File: config.mk
export PLATFORM = sky130hd
export DESIGN_NAME = lut_stream_sequencer
export DESIGN_NICKNAME = d
export VERILOG_FILES = /design/src/rtl/lut_stream_sequencer.sv
export SDC_FILE = /design/constraint.sdc
export NUM_CORES = 1
export LEC_CHECK = 0
export CAP_MARGIN = 5
export CORE_ASPECT_RATIO = 0.8
export CORE_MARGIN = 2
export CORE_UTILIZATION = 48
export CTS_CLUSTER_SIZE = 28
export DETAILED_ROUTE_END_ITERATION = 10
export HOLD_SLACK_MARGIN = 0.02
export PLACE_DENSITY_LB_ADDON = 0.1
export SYNTH_ARGS = -nofsm -noshare
export SYNTH_HDL_FRONTEND = slang
export SYNTH_SLANG_ARGS = --single-unit
File: constraint.sdc
create_clock -name clk -period 2.6 [get_ports clk]
set_clock_uncertainty 0.2 [all_clocks]
set_input_delay 0.39 -clock clk [delete_from_list [all_inputs] [get_ports clk]]
set_output_delay 0.39 -clock clk [all_outputs]
set_load 0.05 [all_outputs]
File: src/rtl/lut_stream_sequencer.sv
// Streams a length-prefixed string from a LUT slot one byte at a time over valid/ready.
// First byte 5 cycles after start, 3 cycles per byte after that; out_data holds while out_ready is low.
module lut_stream_sequencer #(
    parameter int SLOT_W = 4,
    parameter int SEL_W  = 4,
    parameter int DATA_W = 8
) (
    input  logic                    clk,
    input  logic                    rst_n,
    input  logic                    ena,
    input  logic                    start,
    input  logic [SEL_W-1:0]        sel,
    input  logic                    abort,
    output logic [SEL_W+SLOT_W-1:0] lut_addr,
    input  logic [DATA_W-1:0]       lut_data,
    output logic [DATA_W-1:0]       out_data,
    output logic                    out_valid,
    input  logic                    out_ready,
    output logic                    busy,
    output logic                    done,
    output logic [7:0]              chars_remaining,
    output logic [3:0]              which_state
);
    localparam int AW = SEL_W + SLOT_W;
    localparam logic [DATA_W-1:0] MAX_LEN = DATA_W'((1 << SLOT_W) - 1);
    localparam logic [SLOT_W-1:0] IDX_MAX = '1;

    localparam logic [3:0] S_IDLE     = 4'd0;
    localparam logic [3:0] S_LEN_REQ  = 4'd1;
    localparam logic [3:0] S_LEN_WAIT = 4'd2;
    localparam logic [3:0] S_CHR_REQ  = 4'd3;
    localparam logic [3:0] S_CHR_WAIT = 4'd4;
    localparam logic [3:0] S_EMIT     = 4'd5;
    localparam logic [3:0] S_DONE     = 4'd6;

    logic [3:0]        state_q, state_d;
    logic [AW-1:0]     addr_q, addr_d;
    logic [DATA_W-1:0] out_data_q, out_data_d;
    logic              out_valid_q, out_valid_d;
    logic              done_q, done_d;
    logic [7:0]        rem_q, rem_d;
    logic [DATA_W-1:0] len_clamped;

    // Headers longer than a slot can hold are clamped so the address stays inside the slot.
    assign len_clamped = (lut_data > MAX_LEN) ? MAX_LEN : lut_data;

    always_comb begin
        state_d     = state_q;
        addr_d      = addr_q;
        out_data_d  = out_data_q;
        out_valid_d = out_valid_q;
        rem_d       = rem_q;
        done_d      = ena ? 1'b0 : done_q;
        if (ena) begin
            case (state_q)
                S_IDLE: begin
                    if (start) begin
                        addr_d  = {sel, {SLOT_W{1'b0}}};
                        state_d = S_LEN_REQ;
                    end
                end
                S_LEN_REQ:  state_d = S_LEN_WAIT;
                S_LEN_WAIT: begin
                    rem_d = 8'(len_clamped);
                    if (len_clamped == '0) begin
                        state_d = S_DONE;
                        done_d  = 1'b1;
                    end else begin
                        addr_d  = {addr_q[AW-1:SLOT_W], SLOT_W'(1)};
                        state_d = S_CHR_REQ;
                    end
                end
                S_CHR_REQ:  state_d = S_CHR_WAIT;
                S_CHR_WAIT: begin
                    out_data_d  = lut_data;
                    out_valid_d = 1'b1;
                    state_d     = S_EMIT;
                end
                S_EMIT: begin
                    if (out_valid_q && out_ready) begin
                        out_valid_d = 1'b0;
                        rem_d       = rem_q - 8'd1;
                        if (rem_q == 8'd1) begin
                            state_d = S_DONE;
                            done_d  = 1'b1;
                        end else begin
                            if (addr_q[SLOT_W-1:0] != IDX_MAX) begin
                                addr_d = addr_q + AW'(1);
                            end
                            state_d = S_CHR_REQ;
                        end
                    end
                end
                S_DONE:  state_d = S_IDLE;
                default: state_d = S_IDLE;
            endcase
            // Abort wins over a same-cycle handshake: the byte is treated as not accepted.
            if (abort && state_q != S_IDLE) begin
                state_d     = S_IDLE;
                out_valid_d = 1'b0;
                rem_d       = 8'd0;
                done_d      = 1'b0;
                addr_d      = addr_q;
            end
        end
    end

    always_ff @(posedge clk or negedge rst_n) begin
        if (!rst_n) begin
            state_q     <= S_IDLE;
            addr_q      <= '0;
            out_data_q  <= '0;
            out_valid_q <= 1'b0;
            done_q      <= 1'b0;
            rem_q       <= 8'd0;
        end else begin
            state_q     <= state_d;
            addr_q      <= addr_d;
            out_data_q  <= out_data_d;
            out_valid_q <= out_valid_d;
            done_q      <= done_d;
            rem_q       <= rem_d;
        end
    end

    assign lut_addr        = addr_q;
    assign out_data        = out_data_q;
    assign out_valid       = out_valid_q;
    assign done            = done_q;
    assign chars_remaining = rem_q;
    assign which_state     = state_q;
    assign busy            = (state_q != S_IDLE);

endmodule

==> results.md <==
* Outcome: complete, no violations
* Synth Area in Compound Gates at 24.70%
* Post-Syn Nets at 206
* Yosys reg bits at 29
* Worst hold path type: in2async
* Final Cycle Share at 95.65%
* Clock latency on the worst-skew pair at 290 ps
* Reg2reg start: which_state[0]$_DFFE_PN0P_
* Post-synthesis cell area at 1783 um^2
* Wirelength per Cell at 16.26 um
* Met1 track demand over resource at 33.84%
* Post-route ant nets at 0
* R2R depth at 7
* Setup-failing EPs final at 0
* Yosys Warn Count at 0
* Met2 Resource Use GR at 34.60%
* Most common cell after layout, fill and taps aside: clkdlybuf4s50_1
* Post-CTS setup buffers at 0
* Post-synth top area share at 40.70%
* Yosys top cell by area: dfrtp_1
* CTS resizes at 0
* CTS hold repair buffers at 0
* Crit. End Element: output pin
* Post-synthesis mux area share at 5.614%
* F_max at 402.1 MHz
* Max VDD drop at 0.8967 mV
* Design area at 2396 um^2
* Port bufs at 47
* Setup TNS at 0 ps
* Startpoint types: flop
* Switching power at 1328 uW
* WP data arrival at 1900 ps
* Buf/Inv on CP at 1
* Final hold vios at 0
* Pwr dens at 1132 nW/um^2
* First-pass GRT wire length at 7.686 mm
* Pint at 1386 uW
* Boundary Pins at 49
* Initial antenna violation count at 0
* Syn-to-layout area delta at 34.39%
* Post-Place Setup Slack at 172.8 ps
* Grt met3 use at 6.849%
* Worst-path cell chain: clkdlybuf4s50_1
* Layout cells sized above 1 at 15.55%
* DIE HEIGHT at 58.51 um
* Grt ovf at 0
* Crit-path max FO at 14
* Count of cell types in the netlist at 54
* DRT iter0 DRCs at 124
* Synth area leaders: dfrtp_1, mux2_2, o21ai_0
* Mean area per synthesized cell at 9.638 um^2
* Vias per cell at 6.032
* FP Rows at 19
* Max-Cap Viols at 0
* CTS Buf Count at 5
* Nets at 259
* Top FF cell, synth: dfrtp_1
* Finished Core Util at 68.56%
* Adder-Cell Fraction of Synth Area at 2.105%
* Clock Power Share at 13.8%
* Clk slew on worst S/H paths at 70 ps
* Post-DP HPWL at 3.287 mm
* Register area share after synthesis at 40.70%
* Worst Setup SP: which_state[0]$_DFFE_PN0P_
* Post-synth EDFFs at 0
* CTS tree: built
* H-tree depth at 2
* Final worst slack at 113.1 ps
* Vias at 1689
* Synth async-reset ratio at 100.0%
* Commonest cells after routing, fill and taps aside: clkdlybuf4s50_1, dfrtp_1, o21ai_0
* First-pass iteration count of the detailed router at 4
* RSZ-0062 raised after global routing: false
* Switching share of power at 48.93%
* Die ar. at 4221 um^2
* Slew @ Worst Pin at 559.4 ps
* N_diodes at 0
* Longest Clk Path Bufs at 2
* Tot Pwr at 2714 uW
* Residual DRC at 0
* Placed Area at 2310 um^2
* Clock root cell: clkbuf_8
* CP max-delay cell: clkdlybuf4s50_1
* Crit path required time at 2010 ps
* Synthesized-area fraction occupied by and/or/nand/nor cells at 22.11%
* Largest stage delay, worst path at 910 ps
* Critical path's top delay family: buffers and inverters
* Slew Viols, Final at 0
* CP Class: reg2out
* Part of the power in registers at 28.8%
* Largest family of logic cells by synthesized area: compound AO/OA/AOI/OAI gates
* Worst slew margin at 62.71%
* XOR/XNOR share of the synthesized area at 0%
* Logic pwr share at 57.3%
* Top Usage Layer GRT: met2
* Leak Pwr at 0.001005 uW
* # clock sinks at 29
* Core Footprint at 3495 um^2
* Mapped Cells at 185
* Vias in the first global route at 1593
* Initial Utilization at 51.02%
* Chip width at 72.14 um
* Placer congestion estimate at 0.9196
* Gr usage total at 23.67%
* Crit path time final at 2487 ps
* CP Depth at 1
* Largest net degree at the start of global routing at 30
* Routed Wire Length at 4.552 mm
[through the flow]
step                cells  hold slack (ps)
floorplan             185           -105.6
global placement      273            279.4
detailed placement    273            297.1
CTS                   280            307.9
global route          280            314.7
finish                280            294.8
[synthesized netlist by cell type, types with 4 or more instances]
| library cell | instances |
|---|---|
| o21ai_0 | 17 |
| mux2_2 | 8 |
| buf_4 | 4 |
| a22o_1 | 7 |
| nand3_1 | 9 |
| nor2_1 | 16 |
| a21oi_1 | 7 |
| nand3b_1 | 5 |
| dfrtp_1 | 29 |
| buf_2 | 4 |
| inv_1 | 6 |
| nand2_1 | 13 |
[power groups by stage]
stage	combinational (uW)	clock [uW]	sequential, uW
global route	1660	405	807
finish	1560	376	782
floorplan	590	0	1250
detailed placement	1560	0	786
CTS	1560	383	783
global placement	1540	0	773
[sequential cells by signal (all words and copies together) (netlist names), named ones only]
register	count
chars_remaining	8
lut_addr	8
out_data	8
which_state	3
out_valid	1
[worst paths after layout]
kind | end | slack (ps)
max | which_state[0] | 110
min | which_state[2]$_DFFE_PN0P_ | 290
max reg2reg | lut_addr[1]$_DFFE_PN0P_ | 330
min reg2reg | out_data[7]$_DFFE_PN0P_ | 310
max in group asynchronous | out_data[3]$_DFFE_PN0P_ | 1620
min in group clk | out_data[7]$_DFFE_PN0P_ | 310
[layout make-up]
type,instances,area [um^2]
clock buffer,7,86.33
fill,269,1099
inverter,7,27.53
multi-input combinational,140,975.9
sequential,29,725.7
tap,42,52.55
timing repair buffer,55,528.0
[cell families (layout without fill, tap and decap cells)]
logic type      after synthesis  count (layout)
simple gates                 66              66
compound gates               61              61
flops                        29              29
buf+inv                      16              69
mux                           9               9
fa+ha+maj                     3               3
other cells                   1               1
[layer usage]
layer  part of all wire (%)  up-vias
met5                      0        -
met4                    1.1        0
met3                    6.7        5
met2                     44       70
met1                     48      818
li1                       -      796
No activity file was read; power rests on OpenSTA's default activity.
